--- config.mk ---
export PLATFORM = sky130hd
export DESIGN_NAME = router_output_port
export DESIGN_NICKNAME = d
export VERILOG_FILES = /design/src/rtl/router_output_port.sv
export SDC_FILE = /design/constraint.sdc
export NUM_CORES = 1
export LEC_CHECK = 0
export ABC_CLOCK_PERIOD_IN_PS = 9600
export CORE_ASPECT_RATIO = 0.7
export CORE_UTILIZATION = 65
export DETAILED_ROUTE_END_ITERATION = 10
export HOLD_SLACK_MARGIN = 0.12
export PLACE_DENSITY = 0.93
export SLEW_MARGIN = 10
export SYNTH_ARGS = -nofsm -noshare
export SYNTH_HDL_FRONTEND = slang
export SYNTH_SLANG_ARGS = --single-unit
export TNS_END_PERCENT = 10
--- constraint.sdc ---
create_clock -name clock -period 9.6 [get_ports clock]
set_input_delay 2.88 -clock clock [delete_from_list [all_inputs] [get_ports clock]]
set_output_delay 2.88 -clock clock [all_outputs]
set_load 0.05 [all_outputs]
--- src/rtl/router_output_port.sv ---
// router_output_port: buffers words from the switch fabric in a small FIFO and
// serialises each one LSB first onto a 1-bit link with active-low valid/frame.
module router_output_port #(
  parameter int DATA_W = 32,
  parameter int DEPTH  = 8,
  parameter int GAP    = 1
) (
  input  logic              clock,
  input  logic              reset,
  input  logic [DATA_W-1:0] fab_data,
  input  logic              fab_valid,
  input  logic              out_stall,
  output logic              dout,
  output logic              valido_n,
  output logic              frameo_n,
  output logic              busy,
  output logic              overflow,
  output logic [7:0]        drop_cnt
);

  localparam int AW = $clog2(DEPTH);
  localparam int CW = AW + 1;
  localparam int BW = (DATA_W > 1) ? $clog2(DATA_W) : 1;
  localparam logic [BW-1:0] LAST_BIT = BW'(DATA_W - 1);
  localparam logic [CW-1:0] FULL_CNT = CW'(DEPTH);

  typedef enum logic [1:0] {
    S_IDLE,
    S_SHIFT,
    S_GAP
  } state_t;

  // FIFO storage and pointers
  logic [DATA_W-1:0] r_mem [DEPTH];
  logic [AW-1:0]     r_wp;
  logic [AW-1:0]     r_rp;
  logic [CW-1:0]     r_cnt;

  // serialiser state
  state_t            r_state;
  logic [DATA_W-1:0] r_sr;
  logic [BW-1:0]     r_bc;
  logic [3:0]        r_gc;

  // registered outputs
  logic              r_dout;
  logic              r_valido_n;
  logic              r_frameo_n;
  logic              r_busy;
  logic              r_overflow;
  logic [7:0]        r_drop_cnt;

  // next-state values
  logic [AW-1:0]     w_wp_nx;
  logic [AW-1:0]     w_rp_nx;
  logic [CW-1:0]     w_cnt_nx;
  state_t            w_state_nx;
  logic [DATA_W-1:0] w_sr_nx;
  logic [BW-1:0]     w_bc_nx;
  logic [3:0]        w_gc_nx;
  logic              w_dout_nx;
  logic              w_valido_n_nx;
  logic              w_frameo_n_nx;
  logic              w_busy_nx;
  logic              w_overflow_nx;
  logic [7:0]        w_drop_cnt_nx;

  logic              w_full;
  logic              w_empty;
  logic              w_pop;
  logic              w_push;
  logic              w_drop;
  logic [DATA_W-1:0] w_head;
  logic [BW-1:0]     w_bc_inc;
  logic              w_gap_done;

  assign w_full     = (r_cnt == FULL_CNT);
  assign w_empty    = (r_cnt == '0);
  assign w_head     = r_mem[r_rp];
  assign w_bc_inc   = r_bc + BW'(1);
  assign w_gap_done = (({1'b0, r_gc} + 5'd1) >= 5'(GAP));

  // Only IDLE pops, so a full FIFO accepts a push exactly on an IDLE pop edge.
  assign w_pop  = (r_state == S_IDLE) && !w_empty;
  assign w_push = fab_valid && (!w_full || w_pop);
  assign w_drop = fab_valid && w_full && !w_pop;

  always_comb begin
    w_wp_nx       = r_wp;
    w_rp_nx       = r_rp;
    w_cnt_nx      = r_cnt;
    w_state_nx    = r_state;
    w_sr_nx       = r_sr;
    w_bc_nx       = r_bc;
    w_gc_nx       = r_gc;
    w_dout_nx     = r_dout;
    w_valido_n_nx = 1'b1;
    w_frameo_n_nx = 1'b1;
    w_overflow_nx = r_overflow | w_drop;
    w_drop_cnt_nx = r_drop_cnt;

    if (w_drop && (r_drop_cnt != 8'hFF)) begin
      w_drop_cnt_nx = r_drop_cnt + 8'd1;
    end

    if (w_push) begin
      w_wp_nx = r_wp + AW'(1);
    end
    if (w_pop) begin
      w_rp_nx = r_rp + AW'(1);
    end
    case ({w_push, w_pop})
      2'b10:   w_cnt_nx = r_cnt + CW'(1);
      2'b01:   w_cnt_nx = r_cnt - CW'(1);
      default: w_cnt_nx = r_cnt;
    endcase

    case (r_state)
      S_IDLE: begin
        if (w_pop) begin
          w_sr_nx       = w_head;
          w_bc_nx       = '0;
          w_dout_nx     = w_head[0];
          w_valido_n_nx = 1'b0;
          w_frameo_n_nx = (LAST_BIT == '0);
          w_state_nx    = S_SHIFT;
        end
      end
      S_SHIFT: begin
        if (out_stall) begin
          // dout and bc already hold; keep the frame marker where it was
          w_frameo_n_nx = r_frameo_n;
        end else if (r_bc == LAST_BIT) begin
          w_gc_nx    = '0;
          w_state_nx = (GAP == 0) ? S_IDLE : S_GAP;
        end else begin
          w_bc_nx       = w_bc_inc;
          w_dout_nx     = r_sr[w_bc_inc];
          w_valido_n_nx = 1'b0;
          w_frameo_n_nx = (w_bc_inc == LAST_BIT);
        end
      end
      S_GAP: begin
        if (w_gap_done) begin
          w_state_nx = S_IDLE;
        end else begin
          w_gc_nx = r_gc + 4'd1;
        end
      end
      default: begin
        w_state_nx = S_IDLE;
      end
    endcase

    w_busy_nx = (w_cnt_nx != '0) || (w_state_nx != S_IDLE);
  end

  always_ff @(posedge clock or posedge reset) begin
    if (reset) begin
      r_wp       <= '0;
      r_rp       <= '0;
      r_cnt      <= '0;
      r_state    <= S_IDLE;
      r_sr       <= '0;
      r_bc       <= '0;
      r_gc       <= '0;
      r_dout     <= 1'b0;
      r_valido_n <= 1'b1;
      r_frameo_n <= 1'b1;
      r_busy     <= 1'b0;
      r_overflow <= 1'b0;
      r_drop_cnt <= '0;
    end else begin
      r_wp       <= w_wp_nx;
      r_rp       <= w_rp_nx;
      r_cnt      <= w_cnt_nx;
      r_state    <= w_state_nx;
      r_sr       <= w_sr_nx;
      r_bc       <= w_bc_nx;
      r_gc       <= w_gc_nx;
      r_dout     <= w_dout_nx;
      r_valido_n <= w_valido_n_nx;
      r_frameo_n <= w_frameo_n_nx;
      r_busy     <= w_busy_nx;
      r_overflow <= w_overflow_nx;
      r_drop_cnt <= w_drop_cnt_nx;
    end
  end

  always_ff @(posedge clock) begin
    if (w_push) begin
      r_mem[r_wp] <= fab_data;
    end
  end

  assign dout     = r_dout;
  assign valido_n = r_valido_n;
  assign frameo_n = r_frameo_n;
  assign busy     = r_busy;
  assign overflow = r_overflow;
  assign drop_cnt = r_drop_cnt;

endmodule

**Word level (Yosys, flattened, before mapping)**

Memories as Yosys holds them, arrays and structs flattened.
Cells that the tools add are included.

- Memory bits (writable): 256
- Logic and storage cells: 86
- Output and inout bits: 13
- Bits in registers: 66
- Memories: 1
- Input bits: 36

Memory list:

| memory | depth | bits a word | read ports | clocked after Yosys merged registers in | write ports | RTL line | source |
|---|---|---|---|---|---|---|---|
| r_mem | 8 | 32 | 1 | 0 | 1 | 34 | `logic [DATA_W-1:0] r_mem [DEPTH];` |

- Equal/unequal tests: 13
- Reductions and logical operators: 19
- Magnitude comparators: 2
- Add/sub/neg operators: 8
- Mux-type cells: 29
- Bitwise operators: 1

Operator list:

| cell | count |
|---|---|
| 4-bit one-hot mux with 2 select lines | 2 |
| 5-bit 2-to-1 mux | 3 |
| 4-bit 2-to-1 mux | 3 |
| 1-bit 2-to-1 mux | 11 |
| 5-bit equality test (second input constant) | 2 |
| 2-bit inequality test (second input constant) | 5 |
| 5-bit one-hot mux with 2 select lines | 1 |
| 4-bit by 1-bit adder with 4-bit output (second input constant) | 2 |
| 8-bit by 1-bit adder with 8-bit output (second input constant) | 1 |
| 2-bit 2-to-1 mux | 4 |
| 8-bit inequality test (second input constant) | 1 |
| 4-bit AND reduction | 2 |
| 3-bit by 1-bit adder with 3-bit output (second input constant) | 2 |
| 5-bit by 6-bit less-than comparator with 1-bit output (second input constant) | 1 |
| 1-bit one-hot mux with 2 select lines | 3 |
| 2-bit one-hot mux with 3 select lines | 1 |
| 2-bit nonzero test | 3 |
| 4-bit by 1-bit adder with 5-bit output (second input constant) | 1 |
| 5-bit by 1-bit adder with 5-bit output (second input constant) | 1 |
| 1-bit binary-select mux with 5-bit select | 1 |
| 5-bit by 1-bit greater-or-equal comparator with 1-bit output (second input constant) | 1 |
| 1-bit logical AND | 5 |
| 2-bit by 1-bit equality test with 1-bit output (second input constant) | 2 |
| 2-bit equality test (second input constant) | 2 |
| other kinds (9) | 12 |

**Depth between registers and ports, before layout**

Gate-level depths: netlist (run 1).

- Depth after elaboration: 9
- Mapped depth: 11
- Gate-level depth less buffers: 11

**Worst setup path after synthesis (run 1)**

Ideal clock, no wire load.

- Path kind: input -> register
- Start point: in fab_valid
- End point: mem r_mem[0][0] (enable)
- Library setup time: 461 ps
- Stages on the path: 3
- Buffers on the path: 0
- Data required time: 9139 ps
- Slack: 3642 ps
- Arrival: 5497 ps
- Cells stage by stage: nor2b_1 > nand2b_1 > nor3_1

- Cells in the longest elaborated chain, start to end: 3

RTL lines:

| item | RTL line | source |
|---|---|---|
| start: declaration | 11 | `input logic fab_valid,` |
| 1-bit logical AND | 85 | `assign w_push = fab_valid && (!w_full \|\| w_pop);` |
| 1-bit 2-to-1 mux | 191 | `if (w_push) begin` |
| 1-bit 2-to-1 mux (not written as such) | 192 | `r_mem[r_wp] <= fab_data;` |
| end: declaration | 34 |  |

No other way between the ends.

**Worst setup path in the final report (run 1)**

- Start point: in fab_valid
- End point: reg r_busy (netlist: busy)

- Cells in the longest elaborated chain, start to end: 5
- Elaborated cells on any way between the ends: 6
- Those cells by class: eq/ne: 2; mux: 1; reduce/logical: 3

RTL lines:

| item | RTL line | source |
|---|---|---|
| 1-bit logical AND * | 85 |  |
| 2-bit by 1-bit equality test with 1-bit output or 2-bit equality test (tied branches) | 112 | `case ({w_push, w_pop})` |
| 4-bit one-hot mux with 2 select lines * | 112 |  |
| named net w_cnt_nx[2] | 56 | `logic [CW-1:0] w_cnt_nx;` |
| 4-bit nonzero test * | 155 | `w_busy_nx = (w_cnt_nx != '0) \|\| (w_state_nx != S_IDLE);` |
| 1-bit logical OR * | 155 |  |
| named net w_busy_nx | 64 | `logic w_busy_nx;` |
| end signal: assignment | 184 | `r_busy <= w_busy_nx;` |
| end: declaration | 49 | `logic r_busy;` |

The timed path passes the listed nets; every way through them passes the cells marked *.
A chain may end at the register's enable or synchronous reset.

==> results by stage, run 1 <==
Clock tree:
- In this run, post-CTS hold repair placed 0 buffers.
- Counting every sink on the clock net gives 322.
- Clock latency on the worst-skew pair, taken at its later pin, is 540 ps.
- The level count of the clock H-tree is 1.
- The number of gates given a new drive strength after cts is 0.
- The clock passes through at most 3 buffers.
- The number of clock buffers inserted by TritonCTS is 29.
- The post-CTS setup buffer count is 0.
- TritonCTS built the clock tree.
- The clock transition at the register clock pins on the worst setup and hold paths after CTS is 60 ps.
- The clock root buffer master is sky130_fd_sc_hd__clkbuf_16.

Synthesis:
- Synthesis handed over a netlist of 682 instances.
- For this run, the number of Yosys warnings is 0.
- The post-synthesis sequential area ratio is 73.3%.
- The number of nets handed over by synthesis was 730.
- Summing every instance area after synthesis gives 0.0128 mm2.
- The share of the synthesized area in the top cell type is 60.3%.
- For this run, the leading register cell type out of synthesis is sky130_fd_sc_hd__edfxtp_1.
- Counting instances in the post-synthesis netlist gives the leading cell types as 256 x sky130_fd_sc_hd__edfxtp_1, 69 x sky130_fd_sc_hd__mux4_2, 64 x sky130_fd_sc_hd__dfrtp_1, 56 x sky130_fd_sc_hd__nand2_1, 43 x sky130_fd_sc_hd__o21ai_0.
- The number of synthesized flops with an enable pin is 256.
- The register bit count reported by yosys is 322.
- The number of distinct standard cells referenced by the synthesized netlist is 51.
- By area the synthesized netlist is led by sky130_fd_sc_hd__edfxtp_1 60%, sky130_fd_sc_hd__dfrtp_1 13%, sky130_fd_sc_hd__mux4_2 12%.
- The async set-or-reset flop fraction in the synthesized netlist is 20.5%.
- The per-instance average area after synthesis is 18.7 um2.
- The most common cell in the synthesized netlist is sky130_fd_sc_hd__edfxtp_1.
- The cell taking the most area after synthesis is sky130_fd_sc_hd__edfxtp_1.

Timing:
- The highest attainable clock frequency is 187 MHz.
- The final critical-path required period is 5350 ps.
- The tightest slew margin relative to the limit is 27.0%.
- The final critical path takes up 55.8% of the cycle.
- Setup violations remaining at the end of the flow were counted as 0.
- The hold violation total from the final report was 0.
- The largest clock skew in the final design is 9.79 ps.
- The worst path meets setup with 4250 ps of slack.
- The total negative slack is 0 ps.
- Setup repair after global routing left no endpoint under its margin.
- The transition time of the tightest slew-check pin is 1090 ps.
- The number of slew-limit violations in the final report is 0.

Die:
- The core region is 0.0191 mm2.
- The die area is 0.0202 mm2.
- The total number of placement rows is 42.
- Once the floorplan was initialized, standard cells occupied 66.9% of the core.
- For this design the top-level I/O count stands at 49.
- The die width is 169 um.
- The die extent in y is 119 um.

Finish:
- The layout filler cell count is 1027.
- The diode insertion count for antenna repair is 0.
- The combined flip-flop and latch cell area is 0.00935 mm2.
- The layout cell share with drive strength beyond 1 is 19.5%.
- The multi-input combinational cells in the finished layout cover a total of 0.00325 mm2.
- The final layout contains 788 nets.
- The layout-stage area growth over the synthesis result is 14.3%.

Route:
- The final routed DRC violation total is 0.
- The post-detailed-route via-to-cell ratio is 6.37.
- The routed layout has 6543 vias.
- Wires add up to 24.8 mm.
- Dividing the detail-routed wire length by the instance count gives 24.1 um.
- The initial detailed-routing violation count is 706.
- The number of detailed-routing iterations run before antenna repair is 6.
- Once detail routing completed, the nets flagged for antenna violations numbered 0.

Min path:
- The worst hold path class is flop to flop.
- Counting instances, the worst hold path has a depth of 1.
- The worst min-delay path startpoint is overflow.
- The path with the worst hold slack has its endpoint at overflow.

Global route:
- The first global-routing pass estimated 39.2 mm of wire.
- The number of global-route vias before repair is 6871.
- The initial antenna violation count is 0.
- The pin count of the biggest net entering global routing is 69.
- Global routing consumed, over all layers together, 26.4% of the routing resources.
- Summed over all layers, the global routing overflow is 0.

Job:
- The tool flagged a number of max-cap violations equal to 0.

Worst setup path:
- Measured in cells, the most critical reg-to-reg path has a length of 9.
- The timing startpoint of the critical path is fab_valid.
- The largest fanout on the critical path is 5.
- The worst setup path is captured at a flop.
- STA puts the critical path data required time at 10000 ps.
- The worst path arrival time is 5760 ps.
- The critical path class is input port to flop.
- The startpoint identified for the worst register-to-register timing path is r_cnt[0].
- In this run the register-to-register setup slack is 5660 ps.
- The endpoint identified for the worst register-to-register timing path is busy.
- The kind of start point of the critical path is an input port.

Place:
- The weighted congestion reported at the end of routability-driven placement is 0.840.
- Once detailed placement completed, the half-perimeter wirelength came to 14.3 mm.
- During placement, the flow inserted port buffers numbering 48.
- OpenSTA, run right after detailed placement, puts the worst setup slack at 3700 ps.

Status:
- The run finished with clean final reports.

Power and ir drop:
- For this design the ratio of total power to cell area is 253 mW/mm2.
- After layout, the design draws a total of 3.69 mW.
- The largest vdd supply drop is 0.000160 V.
- The total leakage power is 4.99 nW.
## area by class of cell
class                   instances  area share, %
flip-flops and latches        322           64.1
clock buffers                  36           5.23
clock inverters                18           1.85
multi-input cells             315           22.3
well taps                     264           2.27
repair buffers                 61           3.97
inverters                      11          0.283
## layout by cell type, fill, tap and decap left out, types with 7 or more instances in the layout
cell type	instances
sky130_fd_sc_hd__edfxtp_1	256
sky130_fd_sc_hd__mux4_2	69
sky130_fd_sc_hd__dfrtp_1	61
sky130_fd_sc_hd__nand2_1	56
sky130_fd_sc_hd__clkdlybuf4s50_1	48
sky130_fd_sc_hd__o21ai_0	43
sky130_fd_sc_hd__mux2i_1	34
sky130_fd_sc_hd__clkbuf_16	29
sky130_fd_sc_hd__buf_4	13
sky130_fd_sc_hd__ha_1	11
sky130_fd_sc_hd__inv_1	10
sky130_fd_sc_hd__xnor2_1	10
sky130_fd_sc_hd__nor2_1	9
sky130_fd_sc_hd__a21oi_1	7
sky130_fd_sc_hd__bufinv_16	7
## worst max path at each step
stage | endpoint | slack [ps] | cells past startpoint
after floorplan | r_mem[0][0] | 3640 | 3
after global placement | busy | 3810 | 9
after detailed placement | busy | 3700 | 9
after CTS | busy | 4260 | 9
after global routing | busy | 3970 | 10
final | busy | 4250 | 9
## per-stage QoR
step	hold WS, ps	instances	instance area, um2	utilization (%)
global route	505	1027	14600	76.4
finish	463	1027	14600	76.4
global placement	444	973	13500	71.0
detailed placement	456	973	13500	71.0
CTS	471	1027	14600	76.4
floorplan	442	682	12800	-
## registers in the layout, summed over array words and instances (netlist names)
signal,count
r_mem,256
r_wp,3
valido_n,1
busy,1
r_rp,3
r_bc,5
r_cnt,4
drop_cnt,8
dout,1
r_gc,4
r_sr,32
overflow,1
r_state,2
frameo_n,1
## layer usage
metal | share of wire [%] | GRT usage, % | vias up
met5 | 0 | 0 | -
met4 | 2.3 | 7.49 | 0
met3 | 6.1 | 4.29 | 55
met2 | 50 | 43.4 | 269
met1 | 41 | 37.4 | 3396
li1 | - | - | 2823
## logic make-up (layout without fill, tap and decap cells)
group	count (synthesis)	in the layout	share of synthesized area [%]
flip-flops	322	322	73.3
AND/OR/NAND/NOR	112	112	4.22
multiplexers	109	109	15.7
AO/OA/AOI/OAI	67	67	3.05
buffers and inverters	45	126	1.47
XOR/XNOR	15	15	1.03
adder cells (fa/ha/maj)	12	12	1.24
## worst max-delay path, stage by stage
cell and delay (ps):
sky130_fd_sc_hd__clkdlybuf4s50_1 490, sky130_fd_sc_hd__nor2b_1 350, sky130_fd_sc_hd__inv_1 150, sky130_fd_sc_hd__ha_1 260, sky130_fd_sc_hd__ha_1 310, sky130_fd_sc_hd__xor2_1 150, sky130_fd_sc_hd__o21ai_0 110, sky130_fd_sc_hd__or4_1 550
sky130_fd_sc_hd__or4b_1 520
## power breakdown
group,internal [mW],switching [mW],leakage [nW]
clock network,0.752,0.488,0.508
logic,0.256,0.345,1.30
registers,1.73,0.125,3.18
total,2.73,0.958,4.99
No activity file was read; power rests on OpenSTA's default activity.
==> run 2: changes to the inputs <==
- ABC_CLOCK_PERIOD_IN_PS: 9600 -> 5300
- CORE_UTILIZATION: 65 -> 60
- PLACE_DENSITY: 0.93 -> 0.88
- clock period: 9.6 -> 5.3 ns (I/O delays scaled with it)
==> results by stage, run 2 (synthesis results as in run 1) <==
Status:
- Status: finished clean (unchanged).

Power and ir drop:
- The total leakage power is 4.96 nW (was 4.99 nW).
- The power spent charging and discharging nets is 1.73 mW (was 958 uW).
- The part of the total power dissipated in combinational logic is 16.5% (was 16.3%).
- The relative contribution of sequential cells to total power is 51.6% (was 50.1%).
- The power density over the cells is 447 mW/mm2 (was 253 mW/mm2).
- The total power draw is 6.51 mW (was 3.69 mW).
- The relative contribution of the clock network to total power is 31.9% (was 33.6%).
- The largest vdd supply drop was 0.000297 V (was 0.000160 V).
- The switching portion of total power is 26.6% (was 25.9%).
- The cell internal power dissipation is 4.78 mW (was 2.73 mW).

Timing:
- The final critical-path required period is 4040 ps.
- The final setup violation count was 0 (unchanged).
- RSZ-0062 raised after global routing: no (unchanged).
- The largest clock skew in the final design is 9.78 ps (was 9.79 ps).
- The hold violation total from the final report is 0 (unchanged).
- The final critical path takes up 76.2% of the cycle.
- The number of slew-limit violations in the final report is 0 (unchanged).
- The tightest slew margin relative to the limit is 34.5% (was 27.0%).
- The total negative slack is 0 ps (unchanged).
- The highest attainable clock frequency is 248 MHz.
- The transition time of the tightest slew-check pin is 982 ps (was 1090 ps).

Global route:
- The final global-route overflow total is 0 (unchanged).
- The initial antenna violation count is 0 (unchanged).
- The wire length of the first global-routing pass was 37.5 mm (was 39.2 mm).
- The number of global-route vias before repair is 6638 (was 6871).
- The pin count of the biggest net entering global routing came to 69 (unchanged).
- The global-route usage over all layers is 23.2% (was 26.4%).

Clock tree:
- The deepest clock path buffer count was 3 (unchanged).
- The level count of the clock H-tree is 1 (unchanged).
- The number of buffers added to fix hold violations after cts is 0 (unchanged).
- The total number of clock tree sinks is 322 (unchanged).
- The CTS tree is built (unchanged).
- The number of gates given a new drive strength after cts is 0 (unchanged).
- The post-CTS setup buffer count came to 0 (unchanged).
- The clock transition at the register clock pins on the worst setup and hold paths after CTS came to 60 ps (about the same).
- The number of clock buffers inserted by TritonCTS is 28 (was 29).
- The clock root buffer master is sky130_fd_sc_hd__clkbuf_16 (unchanged).
- The worst-skew pair later-pin latency is 540 ps (about the same).

Finish:
- The layout-stage area growth over the synthesis result is 14.1% (was 14.3%).
- The register name with the most flops is r_mem (unchanged).
- Most frequent cells in the layout: 256 x sky130_fd_sc_hd__edfxtp_1, 69 x sky130_fd_sc_hd__mux4_2, 61 x sky130_fd_sc_hd__dfrtp_1, 56 x sky130_fd_sc_hd__nand2_1, 48 x sky130_fd_sc_hd__clkdlybuf4s50_1 (unchanged).
- The number of nets in the layout is 787 (was 788).
- The most common cell after layout, fill and taps aside is sky130_fd_sc_hd__edfxtp_1 (unchanged).
- The number of standard cells in the layout, taps in and fillers out is 1037 (was 1027).
- The number of flip-flops under the largest register name is 256 (unchanged).
- The summed area of non-filler cells in the final layout is 0.0146 mm2 (about the same).
- The diode insertion count for antenna repair is 0 (unchanged).
- The layout cell share with drive strength beyond 1 is 20.2% (was 19.5%).

Worst setup path:
- The worst path arrival time came to 4450 ps (was 5760 ps).
- The type of element capturing the critical path is a flop (unchanged).
- The startpoint of the worst register-to-register path is r_cnt[0] (unchanged).
- The largest fanout on the critical path came to 5 (unchanged).
- The kind of start point of the critical path is an input port (unchanged).
- The critical path class is input port to flop (unchanged).
- The timing startpoint of the critical path is fab_valid (unchanged).
- The required arrival time at the worst endpoint is 5710 ps (was 10000 ps).

Min path:
- The worst min-delay path startpoint is overflow (unchanged).
- The worst hold path class is flop to flop (unchanged).

Route:
- The routed wire length was 24.2 mm (was 24.8 mm).
- The number of detailed-routing iterations run before antenna repair is 5 (was 6).
- The initial detailed-routing violation count is 713 (was 706).
- The count of antenna-violating nets left after detailed routing is 0 (unchanged).
- The final routed DRC violation total is 0 (unchanged).
- The wire length per cell is 23.4 um (was 24.1 um).
- The post-detailed-route via-to-cell ratio is 6.20 (was 6.37).
- The via count came to 6433 (was 6543).

Die:
- The number of I/O pins is 49 (unchanged).
- The placeable core area is 0.0208 mm2 (was 0.0191 mm2).
- The total number of placement rows is 44 (was 42).
- The die width is 176 um (was 169 um).
- The die area is 0.0219 mm2 (was 0.0202 mm2).
- The effective utilization at floorplan is 61.4% (was 66.9%).
- The die extent in y is 124 um (was 119 um).

Place:
- The detailed placement HPWL is 13.6 mm (was 14.3 mm).
- The weighted congestion reported at the end of routability-driven placement is 0.815 (was 0.840).
- The number of placed instances, taps included is 985 (was 973).
- The count of buffers inserted at the top-level ports is 48 (unchanged).
- The placement-stage cell area was 0.0136 mm2 (was 0.0135 mm2).

Job:
- The number of violations of the max-capacitance limit is 0 (unchanged).
## run 2: worst paths after layout
kind	endpoint	slack (ps)	depth (start not counted)
worst max-delay path	busy	1260	9
worst min-delay path	overflow	480	1
worst max register to register	busy	1630	10
worst min register to register	overflow	480	1
max in group asynchronous	r_rp[0]	2800	3
min in group asynchronous	r_gc[0]	1600	2
## run 2: power by group through the flow
| stage | registers [mW] | clock network (mW) | logic [mW] |
|---|---|---|---|
| after floorplan | 3.35 | 0 | 0.730 |
| after global placement | 3.36 | 0 | 1.02 |
| after detailed placement | 3.41 | 0 | 1.07 |
| after CTS | 3.36 | 2.11 | 1.08 |
| after global routing | 3.39 | 2.20 | 1.16 |
| final | 3.36 | 2.08 | 1.08 |
## run 2: routing by layer
layer	vias up	wire length (um)	GRT usage, %	part of all wire, %
met1	3399	10200	31.9	42
met4	0	344	4.95	1.4
met3	34	1350	3.88	5.6
met5	-	0	0	0
met2	196	12300	39.9	51
li1	2804	-	-	-
## run 2: critical path, cell delays in order
cell and delay (ps):
sky130_fd_sc_hd__clkdlybuf4s50_1 500, sky130_fd_sc_hd__nor2b_1 320, sky130_fd_sc_hd__inv_1 130, sky130_fd_sc_hd__ha_1 260
sky130_fd_sc_hd__ha_1 310, sky130_fd_sc_hd__xor2_1 160, sky130_fd_sc_hd__o21ai_0 130, sky130_fd_sc_hd__or4_1 550
sky130_fd_sc_hd__or4b_1 500
## run 2: through the flow
stage	hold slack, ps	setup slack, ps	utilization, %
6_report	477	1260	70.1
5_1_grt	482	1020	70.1
4_1_cts	464	1280	70.1
3_5_place_dp	452	725	65.5
3_3_place_gp	441	832	65.5
2_1_floorplan	442	632	-
## run 2: cell type report
type | instances | area (um2)
fill | 1267 | 6200
tap | 276 | 345
timing repair buffer | 61 | 578
clock inverter | 14 | 141
sequential | 322 | 9350
inverter | 11 | 41.3
clock buffer | 38 | 821
multi-input combinational | 315 | 3280
==> run 3: changes to the inputs <==
- ABC_CLOCK_PERIOD_IN_PS: 5300 -> 3600
- CORE_UTILIZATION: 60 -> 55
- PLACE_DENSITY: 0.88 -> 0.85
- clock period: 5.3 -> 3.6 ns (I/O delays scaled with it)
==> results by stage, run 3 (synthesis results as in run 1) <==
Worst setup path:
- The type of element capturing the critical path was a flop (unchanged).
- The critical path class is input port to flop (unchanged).
- The kind of start point of the critical path is an input port (unchanged).
- The required arrival time at the worst endpoint was 4010 ps (was 5710 ps).
- The largest fanout on the critical path is 3 (was 5).
- The worst path arrival time is 3720 ps (was 4450 ps).

Clock tree:
- The deepest clock path buffer count is 3 (unchanged).
- The total number of clock tree sinks is 322 (unchanged).
- The clock transition at the register clock pins on the worst setup and hold paths after CTS is 60 ps (about the same).
- The level count of the clock H-tree is 1 (unchanged).
- The worst-skew pair later-pin latency is 560 ps (was 540 ps).
- The number of gates given a new drive strength after cts came to 0 (unchanged).
- The clock root buffer master is sky130_fd_sc_hd__clkbuf_16 (unchanged).
- The number of clock buffers inserted by TritonCTS was 28 (unchanged).
- The number of buffers added to fix hold violations after cts is 0 (unchanged).
- The post-CTS setup buffer count is 0 (unchanged).
- The CTS tree was built (unchanged).

Finish:
- The diode insertion count for antenna repair came to 0 (unchanged).
- The layout filler cell count was 1517 (was 1267).
- The register name with the most flops is r_mem (unchanged).
- The summed area of non-filler cells in the final layout is 0.0147 mm2 (was 0.0146 mm2).
- The layout cell share with drive strength beyond 1 is 20.9% (was 20.2%).
- The number of flip-flops under the largest register name came to 256 (unchanged).
- Most frequent cells in the layout: 256 x sky130_fd_sc_hd__edfxtp_1, 69 x sky130_fd_sc_hd__mux4_2, 61 x sky130_fd_sc_hd__dfrtp_1, 56 x sky130_fd_sc_hd__nand2_1, 48 x sky130_fd_sc_hd__clkdlybuf4s50_1 (unchanged).
- The layout-stage area growth over the synthesis result is 15.2% (was 14.1%).
- The number of nets in the layout came to 806 (was 787).
- The most common cell after layout, fill and taps aside is sky130_fd_sc_hd__edfxtp_1 (unchanged).
- The utilization after layout is 64.8% (was 70.1%).

Die:
- The total number of placement rows was 46 (was 44).
- The effective utilization at floorplan is 56.2% (was 61.4%).
- The die extent in y is 129 um (was 124 um).
- The die area is 0.0238 mm2 (was 0.0219 mm2).
- The placeable core area is 0.0227 mm2 (was 0.0208 mm2).
- The die width was 184 um (was 176 um).
- The number of I/O pins is 49 (unchanged).

Route:
- The number of detailed-routing iterations run before antenna repair was 5 (unchanged).
- The routed wire length is 24.5 mm (was 24.2 mm).
- The wire length per cell came to 22.5 um (was 23.4 um).
- The initial detailed-routing violation count is 518 (was 713).
- The post-detailed-route via-to-cell ratio is 5.99 (was 6.20).
- The final routed DRC violation total is 0 (unchanged).
- The count of antenna-violating nets left after detailed routing is 0 (unchanged).
- The via count was 6540 (was 6433).

Global route:
- The wire length of the first global-routing pass came to 38.6 mm (was 37.5 mm).
- The pin count of the biggest net entering global routing came to 68 (was 69).
- The initial antenna violation count is 0 (unchanged).
- The global-route usage over all layers was 21.9% (was 23.2%).
- The final global-route overflow total was 0 (unchanged).
- The number of global-route vias before repair came to 6841 (was 6638).

Timing:
- The hold violation total from the final report came to 0 (unchanged).
- RSZ-0062 raised after global routing: no (unchanged).
- The number of slew-limit violations in the final report came to 0 (unchanged).
- The largest clock skew in the final design is 18.0 ps (was 9.78 ps).
- The final critical-path required period is 3310 ps.
- The tightest slew margin relative to the limit is 49.9% (was 34.5%).
- The transition time of the tightest slew-check pin was 752 ps (was 982 ps).
- The minimum hold slack is 471 ps (was 477 ps).
- After layout, the worst path uses 92.0% of the clock period.
- The highest attainable clock frequency is 302 MHz.
- The final setup violation count came to 0 (unchanged).

Power and ir drop:
- The power density over the cells came to 647 mW/mm2 (was 447 mW/mm2).
- The total leakage power is 5.02 nW (was 4.96 nW).
- The largest vdd supply drop is 0.000474 V (was 0.000297 V).

Place:
- The detailed placement HPWL is 15.1 mm (was 13.6 mm).
- The placement-stage cell area is 0.0138 mm2 (was 0.0136 mm2).
- The weighted congestion reported at the end of routability-driven placement is 0.814 (was 0.815).
- The count of buffers inserted at the top-level ports is 48 (unchanged).

Status:
- Status: finished clean (unchanged).

Job:
- The number of violations of the max-capacitance limit is 0 (unchanged).

Min path:
- The worst hold path class is flop to flop (unchanged).
[run 3: per-layer routing]
metal	part of all wire, %	up-vias	global-route usage [%]
li1	-	2842	-
met1	42	3414	29.8
met2	50	241	37.3
met3	7.1	43	4.24
met4	1.7	0	4.61
met5	0	-	0
[run 3: power breakdown]
| group | total [mW] | internal [mW] | switching (mW) |
|---|---|---|---|
| registers | 4.93 | 4.60 | 0.328 |
| logic | 1.67 | 0.743 | 0.924 |
| clock network | 2.92 | 1.63 | 1.28 |
| total | 9.51 | 6.98 | 2.53 |
[run 3: path summary, 6_finish.rpt]
| path | startpoint | to | slack, ps | cells after the start |
|---|---|---|---|---|
| setup / recovery | fab_valid | busy | 290 | 10 |
| hold / removal | overflow | overflow | 470 | 1 |
| setup reg to reg | r_cnt[3] | busy | 360 | 11 |
| hold reg to reg | overflow | overflow | 470 | 1 |
| max in group asynchronous | reset | r_rp[0] | 1950 | 3 |
| min in group asynchronous | reset | drop_cnt[7] | 870 | 2 |
[run 3: layout make-up]
class | instances | area (um2) | share of cell area [%]
clock buffer | 43 | 817 | 5.56
clock inverter | 8 | 77.6 | 0.528
inverter | 11 | 41.3 | 0.281
multi-input combinational | 315 | 3260 | 22.2
sequential | 322 | 9350 | 63.6
tap | 312 | 390 | 2.66
timing repair buffer | 80 | 758 | 5.16
[run 3: worst max-delay path, cell delays in order]
cell	delay [ps]
sky130_fd_sc_hd__clkdlybuf4s50_1	430
sky130_fd_sc_hd__nor2b_1	160
sky130_fd_sc_hd__inv_1	100
sky130_fd_sc_hd__ha_1	200
sky130_fd_sc_hd__inv_1	90
sky130_fd_sc_hd__fa_1	370
sky130_fd_sc_hd__xor2_1	120
sky130_fd_sc_hd__o21ai_0	110
sky130_fd_sc_hd__or4_1	530
sky130_fd_sc_hd__or4b_1	530
[run 3: per-stage QoR]
stage / power, mW / setup WS (ps) / instances / setup TNS, ps
3_5_place_dp: 6.67 / -262 / 1040 / -262
5_1_grt: 9.88 / 143 / 1091 / 0
6_report: 9.51 / 287 / 1091 / 0
2_1_floorplan: 6.01 / -538 / 682 / -17200
3_3_place_gp: 6.53 / -180 / 1040 / -180
4_1_cts: 9.57 / 291 / 1091 / 0
==> edit 1, RTL diff (config.mk and constraints of run 3) <==
`DATA_W`: 32 -> 128.
--- a/src/rtl/router_output_port.sv
+++ b/src/rtl/router_output_port.sv
@@ -2,5 +2,5 @@
 // serialises each one LSB first onto a 1-bit link with active-low valid/frame.
 module router_output_port #(
-  parameter int DATA_W = 32,
+  parameter int DATA_W = 128,
   parameter int DEPTH  = 8,
   parameter int GAP    = 1
Interface: changed (resized fab_data); port bits go from 49 to 145. The function was not compared with the original's and may differ.
==> edit 1 against run 3 <==
Worst setup slack improved by 55 ps; synthesized area rose to 3.6 times the old value; die area rose to 3.5 times the old value; routed wire length rose to 4.0 times the old value; combinational power rose by 100%; utilization fell by 0.43 points; total power rose to 3.4 times the old value; sequential power rose to 3.5 times the old value; clock power rose to 3.9 times the old value; largest power group unchanged; design area rose to 3.6 times the old value; clock skew rose by 1.1 ps; synthesized cell count rose to 3.2 times the old value; sequential cell count rose by 866; largest cell class unchanged; highest routed layer is now met5; via count rose to 3.4 times the old value.
==> edit 1: results (changes against run 3) <==
Run status
  • Status: completed (unchanged)

Timing
  • Clock Skew: 19.11 ps (was 17.96 ps)
  • Crit path time final: 3258 ps (was 3313 ps)
  • Worst Tran Pin Value: 961.7 ps (was 752.1 ps)

Yosys
  • Post-Synth Adder-Cell Area: 0.003190 (was 0.01236)
  • Asr flop ratio synth: 0.1380 (was 0.2050)
  • Post-synthesis compound-gate area fraction: 0.02060 (was 0.03051)
  • Register area share after synthesis: 0.7662 (was 0.7325)
  • Syn avg cell area: 21.04 um^2 (was 18.70 um^2)
  • EDFF count, synth: 1024 (was 256)
  • Synth top cells by count: edfxtp_1 (1024), mux4_2 (281), dfrtp_1 (162) (was edfxtp_1 (256), mux4_2 (69), dfrtp_1 (64))
  • Net Count, Synth: 2305 (was 730)
  • Post-synth cell types: 53 (was 51)
  • Post-synthesis mux area share: 0.1755 (was 0.1574)

Finish
  • Reg with most FFs: r_mem (unchanged)
  • # nets final: 2492 (was 806)
  • Layout cell share with drive strength beyond 1: 0.2157 (was 0.2092)
  • Filler cells: 5053 (was 1517)
  • Max FFs per register: 1024 (was 256)

Critical path
  • Crit Path Max Fanout: 8 (was 3)
  • Worst r2r path cells: 13 (was 11)
  • Crit path DAT: 3790 ps (was 3720 ps)
  • Reg2Reg Setup Slack: 340 ps (was 360 ps)
  • Setup crit start: r_state[0] (was fab_valid)

Hold path
  • Worst Min Path Start: r_sr[89] (was overflow)
  • Hold endpoint: r_sr[89] (was overflow)
  • Hold Crit Depth: 2 (was 1)

Place
  • Placed insts: 3312 (was 1040)
  • Area after DPL: 48720 um^2 (was 13790 um^2)
  • Worst slack, placed: -135.9 ps (was -262.1 ps)
  • GP Congestion: 0.8583 (was 0.8144)
  • Post-DP HPWL: 54.60 mm (was 15.14 mm)
  • Number of buffers added on ports: 144 (was 48)

Power
  • Worst vdd ir: 0.0005147 V (was 0.0004735 V)
  • Static leakage: 16.79 nW (was 5.023 nW)
  • Switching share of power: 0.2375 (was 0.2664)

Route
  • Via/cell ratio: 6.318 (was 5.995)
  • DRC marker count from the first detailed-route iteration: 2552 (was 518)
  • ANT nets after route: 0 (unchanged)
  • Via count: 22200 (was 6540)

CTS
  • H-tree depth: 3 (was 1)
  • Cts bufs inserted: 103 (was 28)
  • Worst skew pair latency: 670 ps (was 560 ps)

Global routing
  • Vias in the first global route: 23580 (was 6841)
  • Antenna violations before repair: 17 (was 0)
  • Largest net degree at the start of global routing: 260 (was 68)
  • Total GRT Usage: 0.2402 (was 0.2186)
==> edit 1: routing by layer <==
metal / track usage / up-vias / part of all wire
li1: - / 9199 / -
met1: 0.3284 / 11730 / 0.39
met2: 0.3834 / 1079 / 0.49
met3: 0.06644 / 175 / 0.094
met4: 0.06915 / 12 / 0.022
met5: 0 / - / 0.00060
==> edit 1: cell type report <==
cell class	count	area, um^2	share of cell area
multi-input combinational	844	10210	0.1955
sequential	1188	34870	0.6674
inverter	15	60.06	0.001150
clock inverter	58	584.3	0.01118
clock buffer	137	2929	0.05606
antenna	6	15.01	0.0002874
timing repair buffer	197	2240	0.04287
tap	1068	1336	0.02558
==> edit 1: power groups by stage <==
stage	Combinational (mW)	Sequential (mW)	Clock (mW)
final	3.39	17.3	11.4
after global routing	3.57	17.4	12.1
after CTS	3.40	17.3	11.5
after detailed placement	3.35	17.5	0
after global placement	3.24	17.4	0
after floorplan	1.80	17.6	0
==> edit 2, RTL diff (settings of run 3) <==
Without the edit above. The 3 states of `state_t` get a one-hot encoding in 3 bits.
--- a/src/rtl/router_output_port.sv
+++ b/src/rtl/router_output_port.sv
@@ -25,8 +25,8 @@
   localparam logic [CW-1:0] FULL_CNT = CW'(DEPTH);
 
-  typedef enum logic [1:0] {
-    S_IDLE,
-    S_SHIFT,
-    S_GAP
+  typedef enum logic [2:0] {
+    S_IDLE  = 3'b001,
+    S_SHIFT = 3'b010,
+    S_GAP   = 3'b100
   } state_t;
 
Formal check against the unedited RTL: no difference found for any inputs over 10 cycles, from zero or initial values and one cycle with reset high; not proved beyond that.
==> edit 2 against run 3 <==
Hold slack got worse by 6.9 ps; sequential share of layout area fell by 0.23 points; cell count decreased by 2.9%; synthesized area down 0.33%; die area fell by 0.33%; design area up 0.65%; routed wire length is 0.48% higher; worst setup slack better by 350 ps; via count decreased by 2.8%; sequential cell count up 1.
Power is not compared: it rests on default switching activity, and its combinational part moved more than twofold at a synthesized area within 25%.
==> edit 2: results (changes against run 3) <==
Yosys
  • Register area share after synthesis: 0.7371 (was 0.7325)
  • Cell Area, Synth: 12710 um^2 (was 12750 um^2)
  • Syn avg cell area: 19.37 um^2 (was 18.70 um^2)
  • Asr flop ratio synth: 0.2074 (was 0.2050)
  • Synth top area cells: edfxtp_1 (60%), dfrtp_1 (13%), mux4_2 (11%) (was edfxtp_1 (60%), dfrtp_1 (13%), mux4_2 (12%))
  • Post-synth cell types: 49 (was 51)
  • Net Count, Synth: 704 (was 730)
  • Synth top cells by count: edfxtp_1 (256), dfrtp_1 (64), mux4_2 (64) (was edfxtp_1 (256), mux4_2 (69), dfrtp_1 (64))

Finish
  • Layout clock area frac: 0.06890 (was 0.06091)
  • Multi-input combinational area share: 0.2188 (was 0.2217)
  • Antenna diodes: 1 (was 0)
  • Clk_buf instances: 41 (was 43)
  • Fin cells: 1059 (was 1091)
  • Inverters: 10 (was 11)
  • Multi-input gates: 295 (was 315)
  • Repair and plain buffers: 64 (was 80)
  • FFs & Latches: 323 (was 322)
  • Layout cell share with drive strength beyond 1: 0.1971 (was 0.2092)

Timing
  • Worst Tran Pin Value: 736.4 ps (was 752.1 ps)
  • Final WS setup: 635.0 ps (was 286.8 ps)
  • Clock Skew: 14.96 ps (was 17.96 ps)

Place
  • Post-DP HPWL: 13.99 mm (was 15.14 mm)
  • Placed insts: 1004 (was 1040)
  • GP Congestion: 0.7950 (was 0.8144)
  • Worst slack, placed: 250.8 ps (was -262.1 ps)
  • Area after DPL: 13760 um^2 (was 13790 um^2)

Global routing
  • Vias in the first global route: 6752 (was 6841)
  • Total GRT Usage: 0.2171 (was 0.2186)
  • Largest net degree at the start of global routing: 70 (was 68)

Critical path
  • Crit Path Max Fanout: 2 (was 3)
  • Worst path top cell family by delay: buffers and inverters (was simple AND/OR/NAND/NOR gates)
  • CP peak stage delay: 800 ps (was 530 ps)
  • Setup crit start: frameo_n (was fab_valid)
  • R2R Path Start: r_state[0] (was r_cnt[3])

Route
  • DR WL/cell: 23.27 um (was 22.48 um)
  • Initial DRT Pass Iterations: 6 (was 5)
  • DRC marker count from the first detailed-route iteration: 462 (was 518)
  • Via/cell ratio: 6.006 (was 5.995)

CTS
  • Cts bufs inserted: 29 (was 28)

Run status
  • Status: completed (unchanged)
edit 2: cell count changes after synthesis, moves of 4 or more:
cell | run 3 | this run
nand2_1 | 56 | 18
o21ai_0 | 43 | 6
a21oi_1 | 7 | 36
nor2_1 | 15 | 44
clkbuf_1 | 21 | 8
mux4_1 | 3 | 9
mux4_2 | 69 | 64
buf_1 | 3 | 7
edit 2: per-stage QoR:
step                        util  setup TNS [ps]
final                     0.6519               0
after global routing      0.6518               0
after global placement    0.6069               0
after detailed placement  0.6069               0
after floorplan                -          -72300
after CTS                 0.6518               0
edit 2: report_power, final:
part           total (mW)  switching, mW  internal (mW)
clock                3.27           1.31           1.97
sequential           5.20          0.390           4.81
combinational        3.65           2.01           1.64
total                12.1           3.71           8.41
edit 2: layer usage:
layer	wire length (um)	track usage	vias to the layer above	part of all wire
li1	-	-	2759	-
met1	10550	0.2962	3318	0.43
met2	12070	0.3661	235	0.49
met3	1561	0.04188	48	0.063
met4	463	0.05588	0	0.019
met5	0	0	-	0
edit 2: path summary, 6_finish.rpt:
kind                       slack (ps)       end  cells after the start
min in group asynchronous         930  r_cnt[3]                      2
max reg2reg                       680      busy                     11
min reg2reg                       460  overflow                      1
max                               640  frameo_n                      1
max in group asynchronous        2000   r_rp[2]                      3
min                               460  overflow                      1
edit 2: cells by family after synthesis:
| group | synth area share |
|---|---|
| flip-flops | 0.7371 |
| multiplexers | 0.1624 |
| AND/OR/NAND/NOR | 0.03839 |
| AO/OA/AOI/OAI | 0.02510 |
| buffers and inverters | 0.01299 |
| XOR/XNOR | 0.01162 |
| adder cells (fa/ha/maj) | 0.01240 |
